==> src/rtl/spi_slave_responder.sv <==
// spi_slave_responder: oversampled SPI slave (all CPOL/CPHA modes, MSB-first DW-bit frames)
// with a one-deep tx holding register and a byte-level rx valid/ack handshake.
module spi_slave_responder #(
    parameter int              DW          = 8,
    parameter logic [DW-1:0]   IDLE_BYTE   = {DW{1'b1}},
    parameter int              SYNC_STAGES = 2
) (
    input  logic          clk,
    input  logic          rst,
    input  logic          cpol,
    input  logic          cpha,
    input  logic [DW-1:0] tx_byte,
    input  logic          tx_load,
    output logic          tx_ready,
    output logic [DW-1:0] rx_byte,
    output logic          rx_valid,
    input  logic          rx_ack,
    output logic          rx_overrun,
    input  logic          ovr_clr,
    output logic          slave_done,
    output logic          tx_underrun,
    input  logic          spi_sclk,
    input  logic          spi_cs_n,
    input  logic          spi_mosi,
    output logic          spi_miso,
    output logic          spi_miso_oe
);
    typedef enum logic [1:0] {S_IDLE, S_LOAD, S_SHIFT} state_t;
    localparam int            CW   = $clog2(DW);
    localparam logic [CW-1:0] LAST = CW'(DW - 1);

    logic [SYNC_STAGES-1:0] r_sclk_sync, r_cs_sync, r_mosi_sync;
    logic                   r_sclk_d, r_cs_d;
    state_t                 r_state;
    logic [CW-1:0]          r_bitcnt;
    logic [DW-1:0]          r_tx_shift, r_rx_shift, r_hold, r_rx_byte;
    logic                   r_hold_full, r_skip, r_complete, r_rx_valid;
    logic                   r_overrun, r_done, r_underrun, r_oe;
    logic                   w_sclk, w_cs_n, w_mosi, w_toggle, w_lead, w_trail;
    logic                   w_sample, w_shift, w_cs_fall, w_load, w_accept;

    assign w_sclk    = r_sclk_sync[SYNC_STAGES-1];
    assign w_cs_n    = r_cs_sync[SYNC_STAGES-1];
    assign w_mosi    = r_mosi_sync[SYNC_STAGES-1];
    assign w_toggle  = w_sclk ^ r_sclk_d;
    assign w_lead    = w_toggle & (w_sclk ^ cpol);
    assign w_trail   = w_toggle & ~(w_sclk ^ cpol);
    assign w_sample  = (r_state == S_SHIFT) & (cpha ? w_trail : w_lead);
    assign w_shift   = (r_state == S_SHIFT) & (cpha ? w_lead : w_trail);
    assign w_cs_fall = r_cs_d & ~w_cs_n;
    // Shift register (re)load: after a cs_n fall, or right after a completed frame while cs_n stays low
    assign w_load    = ~w_cs_n & ((r_state == S_LOAD) | r_complete);
    // A load that empties the holding register frees it for a tx_load in the same cycle
    assign w_accept  = tx_load & (~r_hold_full | w_load);

    assign tx_ready    = ~r_hold_full;
    assign rx_byte     = r_rx_byte;
    assign rx_valid    = r_rx_valid;
    assign rx_overrun  = r_overrun;
    assign slave_done  = r_done;
    assign tx_underrun = r_underrun;
    assign spi_miso    = r_oe & r_tx_shift[DW-1];
    assign spi_miso_oe = r_oe;

    always_ff @(posedge clk or negedge rst) begin
        if (!rst) begin
            r_sclk_sync <= '0;
            r_cs_sync   <= '1;
            r_mosi_sync <= '0;
            r_sclk_d    <= 1'b0;
            r_cs_d      <= 1'b1;
            r_state     <= S_IDLE;
            r_bitcnt    <= '0;
            r_tx_shift  <= '0;
            r_rx_shift  <= '0;
            r_hold      <= '0;
            r_rx_byte   <= '0;
            r_hold_full <= 1'b0;
            r_skip      <= 1'b0;
            r_complete  <= 1'b0;
            r_rx_valid  <= 1'b0;
            r_overrun   <= 1'b0;
            r_done      <= 1'b0;
            r_underrun  <= 1'b0;
            r_oe        <= 1'b0;
        end else begin
            r_sclk_sync <= {r_sclk_sync[SYNC_STAGES-2:0], spi_sclk};
            r_cs_sync   <= {r_cs_sync[SYNC_STAGES-2:0], spi_cs_n};
            r_mosi_sync <= {r_mosi_sync[SYNC_STAGES-2:0], spi_mosi};
            r_sclk_d    <= w_sclk;
            r_cs_d      <= w_cs_n;
            r_hold_full <= w_accept | (r_hold_full & ~w_load);
            if (w_accept)
                r_hold <= tx_byte;
            r_underrun <= w_load & ~r_hold_full;
            // The first shift-type edge after a load is swallowed: in cpha=1 it only presents the
            // MSB, in cpha=0 it is the trailing edge that closes the previous back-to-back frame.
            if (w_load) begin
                r_tx_shift <= r_hold_full ? r_hold : IDLE_BYTE;
                r_skip     <= cpha | r_complete;
            end else if (w_shift) begin
                r_skip <= 1'b0;
                if (!r_skip)
                    r_tx_shift <= {r_tx_shift[DW-2:0], 1'b0};
            end
            r_complete <= w_sample & (r_bitcnt == LAST);
            r_done     <= r_complete;
            if (r_complete)
                r_rx_byte <= r_rx_shift;
            r_rx_valid <= r_complete | (r_rx_valid & ~rx_ack);
            r_overrun  <= (r_complete & r_rx_valid & ~rx_ack) | (r_overrun & ~ovr_clr);
            case (r_state)
                S_IDLE: begin
                    r_oe     <= 1'b0;
                    r_bitcnt <= '0;
                    if (w_cs_fall)
                        r_state <= S_LOAD;
                end
                S_LOAD: begin
                    r_bitcnt <= '0;
                    r_oe     <= ~w_cs_n;
                    r_state  <= w_cs_n ? S_IDLE : S_SHIFT;
                end
                default: begin
                    if (w_cs_n & ~r_complete) begin
                        r_state  <= S_IDLE;
                        r_oe     <= 1'b0;
                        r_bitcnt <= '0;
                    end else if (w_sample) begin
                        r_rx_shift <= {r_rx_shift[DW-2:0], w_mosi};
                        r_bitcnt   <= (r_bitcnt == LAST) ? '0 : r_bitcnt + 1'b1;
                    end
                end
            endcase
        end
    end
endmodule

==> config.mk <==
export PLATFORM = sky130hd
export DESIGN_NAME = spi_slave_responder
export DESIGN_NICKNAME = d
export VERILOG_FILES = /design/src/rtl/spi_slave_responder.sv
export SDC_FILE = /design/constraint.sdc
export NUM_CORES = 1
export LEC_CHECK = 0
export CELL_PAD_IN_SITES_DETAIL_PLACEMENT = 1
export CELL_PAD_IN_SITES_GLOBAL_PLACEMENT = 2
export CORE_UTILIZATION = 38
export CTS_CLUSTER_DIAMETER = 80
export DETAILED_ROUTE_END_ITERATION = 7
export GPL_ROUTABILITY_DRIVEN = 0
export HOLD_SLACK_MARGIN = 0.15
export PLACE_DENSITY_LB_ADDON = 0.1
export SLEW_MARGIN = 20
export SYNTH_ARGS = -nofsm -noshare
export SYNTH_HDL_FRONTEND = slang
export SYNTH_SLANG_ARGS = --single-unit
export TNS_END_PERCENT = 1
==> constraint.sdc <==
create_clock -name clk -period 4.3 [get_ports clk]
set_input_delay 0.86 -clock clk [delete_from_list [all_inputs] [get_ports clk]]
set_output_delay 0.86 -clock clk [all_outputs]
set_load 0.05 [all_outputs]
== After elaboration in Yosys (flattened, before gate mapping) ==
Cells that the tools add are included.

* Bitwise logic cells: 33
* Add/subtract/negate cells: 1
* Multiplexer cells: 18
* Eq/ne operators: 5
* Reduce and logical (&&, ||, !) cells: 8

{| class="wikitable"
|+ Operators by type and width
! cell !! number
|-
| 8-bit two-way mux || 4
|-
| 1-bit bitwise AND || 16
|-
| 3-bit two-way mux || 4
|-
| 1-bit inverter || 9
|-
| 2-bit two-way mux || 3
|-
| 1-bit OR || 6
|-
| 3-bit nonzero test || 2
|-
| 1-bit two-way mux || 5
|-
| 2-bit one-hot mux with 2 select lines || 1
|-
| 2-bit AND reduction || 2
|-
| 3-bit by 1-bit adder with 3-bit output, second input constant || 1
|-
| 3-bit == test, second input constant || 1
|-
| 3-bit AND reduction || 1
|-
| 2-bit by 1-bit == test with 1-bit output, second input constant || 1
|-
| 2-bit == test, second input constant || 1
|-
| 2-bit zero test || 1
|-
| 2-bit by 1-bit inequality test with 1-bit output, second input constant || 1
|-
| 2-bit inequality test, second input constant || 1
|-
| 1-bit one-hot mux with 2 select lines || 1
|-
| 2-bit nonzero test || 1
|-
| 2-bit OR reduction || 1
|-
| 1-bit bitwise XOR || 2
|}

* Input port bits: 18
* Register bits: 53

== Longest topological paths before layout ==
* Depth in word-level cells: 8
* Gate-level depth with buffers: 5
* Depth with buffers taken out: 5

== Least setup slack after synthesis ==
Ideal clock, no wire load.

* Path kind: input port to flip-flop
* From: input cpol
* To: register r_rx_shift[0]
* Path slack: 2249 ps
* Data required time: 4175 ps
* Cell stages on the path: 4
* Arrival: 1926 ps
* Cells stage by stage: xor2_2 > mux2i_2 > nor2_4 > mux2_4

* Longest elaborated chain between the ends: 6

{| class="wikitable"
|+ RTL lines
! element !! line !! RTL
|-
| start, declared || 10 || <nowiki>input logic cpol,</nowiki>
|-
| 1-bit bitwise XOR * || 46, 47 ||
|-
| 1-bit inverter || 47 || <nowiki>assign w_trail = w_toggle & ~(w_sclk ^ cpol);</nowiki>
|-
| 1-bit bitwise AND || 47 ||
|-
| 1-bit two-way mux * || 48 || <nowiki>assign w_sample = (r_state == S_SHIFT) & (cpha ? w_trail : w_lead);</nowiki>
|-
| 1-bit bitwise AND * || 48 ||
|-
| 3-bit AND reduction (no line) * || n/a ||
|-
| end signal, assigned || 130 || <nowiki>r_rx_shift <= {r_rx_shift[DW-2:0], w_mosi};</nowiki>
|-
| end, declared || 36 || <nowiki>logic [DW-1:0] r_tx_shift, r_rx_shift, r_hold, r_rx_byte;</nowiki>
|}

Every way passes the cells marked *; elsewhere a longest branch is shown, timed or not.
A chain may end at the register's enable or synchronous reset.

== Final worst setup path ==
* From: register r_hold_full
* To: output tx_ready

* Longest elaborated chain between the ends: 1

{| class="wikitable"
|+ RTL lines
! element !! line !! RTL
|-
| start, declared || 37 || <nowiki>logic r_hold_full, r_skip, r_complete, r_rx_valid;</nowiki>
|-
| start signal, assigned || 92 || <nowiki>r_hold_full <= w_accept | (r_hold_full & ~w_load);</nowiki>
|-
| 1-bit inverter || 56 || <nowiki>assign tx_ready = ~r_hold_full;</nowiki>
|-
| end, declared || 14 || <nowiki>output logic tx_ready,</nowiki>
|}

Every way passes these cells.

==> metrics.yaml <==
outcome:
  outcome: "complete, no violations"
clocking:
  htree_levels: 2
  cts.reportedPaths.clkPinSlew_ps: 80
  numClockSinks: 53
  clkLatencyLatePin_ps: 310
  cts.path.max_buffers: 2
  ctsResizeCount: 0
  cts_buffers: 5
  postCtsHoldBufs: 0
  ctsRootBufferMaster: "sky130_fd_sc_hd__clkbuf_8"
  tritoncts: "done"
  cts_setup_buffers: 0
global_routing:
  largest_net_degree_at_the_start_of_global_routing: 54
  grt_remaining_overflow: 0
  grt_pass1_vias: 1531
  antenna_found_initial: 0
  grt_pass1_wl_um: 7390
  globalRouteTotalUtil_pct: 16.6
placed_design:
  dpl_wire_length_um: 2970
  placement.cell_area_sq_um: 2480
  place_ws_ps: 1490
  numPlacedInstances: 257
  portBuffers: 32
floorplanning:
  top_level_ports: 33
  die_h_um: 76.0
  die-area_sq_um: 5780
  start_util_pct: 40.0
  floorplan.rows: 26
  core_area_sq_um: 5200
  chipWidth_um: 76.0
route:
  firstDrtPassIters: 4
  post-route-drc-count: 0
  drt_first_iter_violations: 47
  route.detailed.vias_per_inst: 5.05
  ant_nets: 0
  totalWireLength_um: 4200
  detailroute.via_count: 1339
  wire_per_inst_um: 15.9
setup_path:
  worstSetupPathType: "register to primary output"
  path_cells: "inv_1 -> clkdlybuf4s50_1"
  worst_path_max_delay_cell: "sky130_fd_sc_hd__clkdlybuf4s50_1"
  critical_path.max_stage_delay_ps: 810
  endpoint_kind: "primary output"
  setup.worst_path.start_class: "register"
  critical_path_peak_fanout: 5
  worstPathRequired_ps: 3440
  cp_data_arrival_time_ps: 1670
cells_and_area:
  final_cell_utilization_of_the_core_pct: 49.4
  finalNonFillerCells: 265
  total_number_of_nets_in_the_final_design: 214
  mostFrequentLayoutCell: "sky130_fd_sc_hd__dfrtp_1"
  growth_of_design_area_from_synthesis_to_finish_pct: 23.5
  design_area_sq_um: 2570
  num-fill-cells: 547
  drive_above_1_share_pct: 21.5
  most_used_cells_in_the_layout_excluding_fill_and_tap_cells: "sky130_fd_sc_hd__dfrtp_1, sky130_fd_sc_hd__clkdlybuf4s50_1, sky130_fd_sc_hd__mux2_2"
  antenna_cells_inserted: 0
synthesis:
  ys_seq_elements: 53
  synth_cells: 157
  mappedNetlistArea_sq_um: 2080
  netlist-cell-type-count: 28
  synth.avg_cell_area_sq_um: 13.3
  synth.net_count: 177
  synth_seq_area_share_pct: 63.9
  ys.warnings.count: 0
power_and_ir_drop:
  powerDensity_nw_per_um2: 404
  cellLeakagePower_nw: 1.13
  power.ir.vdd_worst_mv: 0.190
  power_mw: 1.04
sta:
  worst-slew-pin-transition_ps: 825
  finalHoldViolations: 0
  period_share_pct: 58.9
  timing.max_slew.rel_slack_pct: 44.6
  max_freq_ghz: 0.395
  holdWs_ps: 354
  smallest_setup_slack_after_layout_ps: 1770
  setup_tns_ps: 0
  finalSetupViolCount: 0
  max_slew_vio_count: 0
  final_setup_skew_ps: 15.5
  rsz0062_at_grt: "no"
  layout_min_cycle_time_ps: 2530
flow_run:
  max-cap-violations: 0
min_path:
  hold_path.class: "register to register"
-- synthesized netlist by cell type, drive strengths merged --
cell,number,area (sq um)
a21boi,1,11.3
a21o,2,15.0
a21oi,5,25.0
a31oi,8,50.1
a32o,1,10.0
and2,1,6.26
and4bb,2,25.0
clkbuf,3,11.3
dfrtp,50,1250
dfstp,3,78.8
ha,2,25.0
inv,8,30.0
mux2,25,285
mux2i,3,33.8
nand2,3,11.3
nand3,9,45.0
nand3b,1,7.51
nor2,12,52.6
nor2b,1,6.26
nor3,1,5.00
o211ai,1,7.51
o21ai,13,65.1
or3,1,6.26
xor2,1,16.3
-- critical path, delay by kind of cell (launching register included) --
kind | cells | cell delay (ps)
DFF | 1 | 440
buffers and inverters | 2 | 930
-- power breakdown --
group | switching (mW) | total, mW | internal (mW)
clock | 0.150 | 0.281 | 0.132
combinational | 0.0670 | 0.140 | 0.0729
sequential | 0.0407 | 0.616 | 0.576
total | 0.258 | 1.04 | 0.780
-- cells by family after synthesis --
| group | synth area share (%) |
|---|---|
| multiplexers | 15.3 |
| AND/OR/NAND/NOR | 7.94 |
| buffers and inverters | 1.98 |
| AO/OA/AOI/OAI | 8.84 |
| XOR/XNOR | 0.782 |
| flip-flops | 63.9 |
| adder cells (fa/ha/maj) | 1.20 |
-- layout make-up --
class                   count  area (sq um)  share of cell area, %
repair buffers             33           323                   12.6
flip-flops and latches     53          1330                   51.8
multi-input cells          93           709                   27.6
clock buffers               8          90.1                   3.51
well taps                  70          87.6                   3.41
inverters                   8          30.0                   1.17
-- final timing paths --
check	start	endpoint	cells after the start	slack [ps]
worst max register to register	r_complete	r_hold[6]	3	2110
worst min register to register	r_mosi_sync[0]	r_mosi_sync[1]	0	350
min in group asynchronous	rst	r_tx_shift[7]	2	660
worst max-delay path	r_hold_full	tx_ready	2	1770
worst min-delay path	r_mosi_sync[0]	r_mosi_sync[1]	0	350
max in group asynchronous	rst	r_rx_shift[5]	2	3180
-- registers in the layout, summed over array words and instances (netlist names) --
signal / flops
rx_valid: 1
r_hold: 8
r_hold_full: 1
r_tx_shift: 8
spi_miso_oe: 1
r_cs_sync: 2
r_complete: 1
slave_done: 1
r_sclk_sync: 2
r_sclk_d: 1
r_rx_shift: 8
r_skip: 1
r_state: 2
r_bitcnt: 3
r_cs_d: 1
r_mosi_sync: 2
rx_byte: 8
tx_underrun: 1
rx_overrun: 1
-- per-layer routing --
metal | routed length [um] | global-route usage [%] | vias to the layer above
met5 | 0 | 0 | -
met4 | 49 | 5.19 | 0
met3 | 158 | 5.63 | 6
met2 | 2130 | 26.3 | 23
met1 | 1860 | 21.4 | 685
li1 | - | - | 625
(Power assumes the default switching activity.)
==> patch 1, RTL diff (config.mk and constraints unchanged) <==
Change the parameter `DW` from 8 to 4.
--- a/src/rtl/spi_slave_responder.sv
+++ b/src/rtl/spi_slave_responder.sv
@@ -1,7 +1,7 @@
 // spi_slave_responder: oversampled SPI slave (all CPOL/CPHA modes, MSB-first DW-bit frames)
 // with a one-deep tx holding register and a byte-level rx valid/ack handshake.
 module spi_slave_responder #(
-    parameter int              DW          = 8,
+    parameter int              DW          = 4,
     parameter logic [DW-1:0]   IDLE_BYTE   = {DW{1'b1}},
     parameter int              SYNC_STAGES = 2
 ) (
Interface: changed (resized rx_byte and tx_byte); port bits go from 33 to 25. The function was not compared with the original's and may differ.
==> patch 1 against the original RTL <==
Via count shrank 32%; power shrank 28%; count of clock-buffer cells in the layout shrank 2; cell area shrank 29%; clock power shrank 13%; synthesized area shrank 31%; sequential cell count shrank 17; non-clock buffer count shrank 8; worst hold slack gained 11 ps; routed wire length shrank 35%; setup slack lost 15 ps; critical path type unchanged; critical endpoint unchanged.
==> patch 1: results (changes against the original RTL) <==
met3 WL=126 um (-20%); GR Overflow Total=0 (unchanged); gr usage total=16.4% (-0.19 points); met1 WL=1230 um (-34%); Worst Tran Pin Value=799 ps (-26.3 ps); Distinct cells, synth=31 (+11%); Critical Path End=tx_ready; vias per cell=4.94 (-2.2%); most frequent cells after synthesis=33 x dfrtp_1, 10 x inv_1, 6 x a21oi_1; Post-Syn Nets=123 (-31%); Post-DP HPWL=1840 um (-38%); worst vdd ir=0.223 mV (+17%); Crit Path Max Fanout=5 (unchanged); reg2reg end=r_hold[1]; period utilization=59.2% (+0.34 points); Yosys warnings=0 (unchanged); critical hold path startpoint=r_cs_sync[0]; reg2reg start=r_state[0]; Finished Layout Cells=184 (-31%); 1st-iter DRT viols=12 (-74%); status=finished clean; Global Route met2 Usage=26.5% (+0.19 points); met1 track demand over resource=18.9% (-2.5 points); first-pass GRT wire length=4800 um (-35%); Final nets=152 (-29%); top area cells in the synthesized netlist=dfrtp_1 58%, dfstp_2 5.5%, mux2_4 4.2%; Syn Inst Count=108 (-31%); CP startpoint=r_hold_full; H-Tree Depth=2 (unchanged); crit-path max cell delay=830 ps (+20 ps); sequential area share after synthesis=63.0% (-0.89 points); ys async rst share=100% (unchanged); WHS Endpoint=r_cs_sync[1]; pre-CTS setup slack=1660 ps (+170 ps); Worst-path clk slew=70 ps; met3 Use GR=4.71% (-0.92 points); Reg2Reg Depth=4 (+1); R2R setup slack=2290 ps (+180 ps); ys flop type=dfrtp_1; vias in the first global route=1034 (-32%); worst hold margin=365 ps (+11.2 ps); Clock Latency Late Sink=290 ps (-20 ps); I/O Buffers=24 (-25%); Pleak=0.816 nW (-28%); Fin Clk Skew=3.15 ps (-12.3 ps); # setup viols final=0 (unchanged); Detailed Route WL=2730 um (-35%); Met2 Routed Length=1310 um (-39%); share of layout cells above drive strength 1=19.6% (-2.0 points); Post-CTS Setup Bufs=0 (unchanged); largest net degree at the start of global routing=37 (-31%); worst endpoint data arrival time=1690 ps (+20 ps); dpl cell area=1730 um^2 (-30%); HP Class=reg2reg
-- patch 1: changes by cell type after synthesis, moves of 3 or more --
cell	unedited run	this run
nor3_1	1	4
mux2_4	1	4
a31oi_1	8	1
o21ai_0	11	4
o21ai_1	2	5
nor2_1	11	4
mux2_2	24	4
nand3_1	9	2
o31a_1	0	3
dfrtp_1	50	33
mux2_1	0	4
-- patch 1: cell type report --
cell class	instances	area [um^2]
inverter	10	37.5
tap	46	57.6
timing repair buffer	25	248
fill	378	1650
multi-input combinational	59	480
sequential	36	905
clock inverter	2	10.0
clock buffer	6	82.6
-- patch 1: logic make-up (layout without fill, tap and decap cells) --
kind of cell	after synthesis	in the layout	synth area share [%]
DFF	36	36	63.0
AOI/OAI and AO/OA	24	24	10.4
and+or+nand+nor	18	18	8.02
muxes	15	15	13.1
buffers and inverters	13	43	3.49
adders and majority gates	1	1	0.872
xor gates and xnor gates	1	1	1.13
-- patch 1: power breakdown --
part,internal [mW],switching (mW)
registers,0.382,0.0239
clock network,0.128,0.116
logic,0.0458,0.0471
==> patch 2, RTL diff (same flow settings) <==
Made on the original files. The output `tx_underrun` loses its register stage (`r_underrun` becomes a continuous assignment).
--- a/src/rtl/spi_slave_responder.sv
+++ b/src/rtl/spi_slave_responder.sv
@@ -81,7 +81,6 @@
             r_rx_valid  <= 1'b0;
             r_overrun   <= 1'b0;
             r_done      <= 1'b0;
-            r_underrun  <= 1'b0;
             r_oe        <= 1'b0;
         end else begin
             r_sclk_sync <= {r_sclk_sync[SYNC_STAGES-2:0], spi_sclk};
@@ -92,7 +91,6 @@
             r_hold_full <= w_accept | (r_hold_full & ~w_load);
             if (w_accept)
                 r_hold <= tx_byte;
-            r_underrun <= w_load & ~r_hold_full;
             // The first shift-type edge after a load is swallowed: in cpha=1 it only presents the
             // MSB, in cpha=0 it is the trailing edge that closes the previous back-to-back frame.
             if (w_load) begin
@@ -134,5 +132,7 @@
             endcase
         end
     end
+
+    assign r_underrun = w_load & ~r_hold_full;
 endmodule
 
Check against the original RTL: not equivalent (Yosys sat finds a counterexample within 4 cycles, from zero or initial values and one cycle with rst low).
==> patch 2 against the original RTL <==
Routed wire length down 0.57%; setup slack worse by 910 ps; clock skew down 7.2 ps; sequential cell count down 1; power down 0.74%; synthesized area down 1.2%; synthesized cell count down 0.64%; global-route usage up 0.59 points; largest power group unchanged; cell area down 1.0%; largest cell class unchanged; critical path type unchanged.
==> patch 2: results (changes against the original RTL) <==
Register Area=1310 um^2 (-1.9%); initial antenna violation count=0 (unchanged); pre-CTS setup slack=1200 ps (-294 ps); status=finished clean; Root Buffer=clkbuf_8; clock buffer count from CTS=5 (unchanged); share of layout cells above drive strength 1=22.2% (+0.63 points); Yosys warnings=0 (unchanged); routed len/inst=15.8 um (-0.19%); Avg Cell Area, Syn=13.2 um^2 (-0.57%); Distinct cells, synth=28 (unchanged); Fill cells=527 (-3.7%); H-Tree Depth=2 (unchanged); first-pass GRT wire length=7010 um (-5.1%); worst vdd ir=0.172 mV (-9.7%); top area cells in the synthesized netlist=dfrtp_1 60%, mux2_2 13%, dfstp_2 3.8%; gr usage total=17.1% (+0.59 points); worst hold margin=366 ps (+12.0 ps); vias in the first global route=1470 (-4.0%); Post-CTS Setup Bufs=0 (unchanged); Pleak=1.11 nW (-1.6%); Post-DP HPWL=2930 um (-1.3%); ys async rst share=100% (unchanged); post-CTS resize count=0 (unchanged); maximum clock path buffer count=2 (unchanged); # placed instances=256 (-0.39%); Post-Syn Nets=176 (-0.56%); Crit Path Max Fanout=15 (+10); 1st-iter DRT viols=50 (+6.4%); most frequent cells after synthesis=49 x dfrtp_1, 24 x mux2_2, 11 x nor2_1, 11 x o21ai_0, 9 x nand3_1; Worst-path clk slew=90 ps; worst endpoint data arrival time=2580 ps (+910 ps); vias per cell=5.04 (-0.30%); Final nets=213 (-0.47%); # setup viols final=0 (unchanged); Fin Clk Skew=8.24 ps (-7.24 ps); Crit path max-delay family=compound AO/OA/AOI/OAI gates; crit-path max cell delay=810 ps (about the same); ys flop type=dfrtp_1; Worst Tran Pin Value=903 ps (+77.9 ps); vias=1330 (-0.67%); sequential area share after synthesis=63.5% (-0.44 points); net switching power=0.275 mW (+6.6%); n_diodes=0 (unchanged); HP Class=reg2reg; router iterations before antenna repair=4 (unchanged); Critical-path top delay cell=o21ai_1; dpl cell area=2450 um^2 (-1.0%); largest net degree at the start of global routing=53 (-1.9%); Hold Fails Final Rpt=0 (unchanged)
[patch 2: cell count changes in the layout (fill, tap and decap cells not counted)]
| cell | delta |
|---|---|
| clkbuf_1 | -1 |
| clkbuf_8 | -1 |
| clkinv_4 | +1 |
| clkinvlp_4 | +1 |
| dfrtp_1 | -1 |
[patch 2: path summary, 6_finish.rpt]
kind,to,from,slack (ps),cells after the start
max,tx_underrun,r_complete,860,3
min,r_mosi_sync[1],r_mosi_sync[0],370,0
max reg2reg,r_hold[6],r_complete,2080,3
min reg2reg,r_mosi_sync[1],r_mosi_sync[0],370,0
max in group asynchronous,rx_valid,rst,3220,2
min in group asynchronous,r_hold_full,rst,660,2
[patch 2: cells by family after synthesis]
logic type	after synthesis	synth area share (%)
flops	52	63.5
compound gates	31	8.95
simple gates	31	8.03
mux	28	15.5
buf+inv	11	2.01
fa+ha+maj	2	1.22
xor+xnor	1	0.791
[patch 2: final cells by class]
class | count | share of cell area (%)
multi-input cells | 93 | 27.9
clock buffers | 6 | 2.85
inverters | 8 | 1.18
clock inverters | 2 | 0.639
flip-flops and latches | 52 | 51.3
repair buffers | 33 | 12.7
well taps | 70 | 3.44
[patch 2: power groups by stage]
stage | Sequential (mW) | Clock (mW) | Combinational, mW
final | 0.608 | 0.280 | 0.142
after global routing | 0.618 | 0.307 | 0.160
after CTS | 0.609 | 0.289 | 0.145
after detailed placement | 0.617 | 0 | 0.145
after global placement | 0.614 | 0 | 0.134
after floorplan | 0.605 | 0 | 0.0933
[patch 2: routing by layer]
layer | vias up | global-route usage [%] | wire length (um)
met5 | - | 0 | 0
li1 | 621 | - | -
met1 | 677 | 21.6 | 1950
met2 | 24 | 27.3 | 2000
met3 | 8 | 4.63 | 140
met4 | 0 | 8.64 | 83
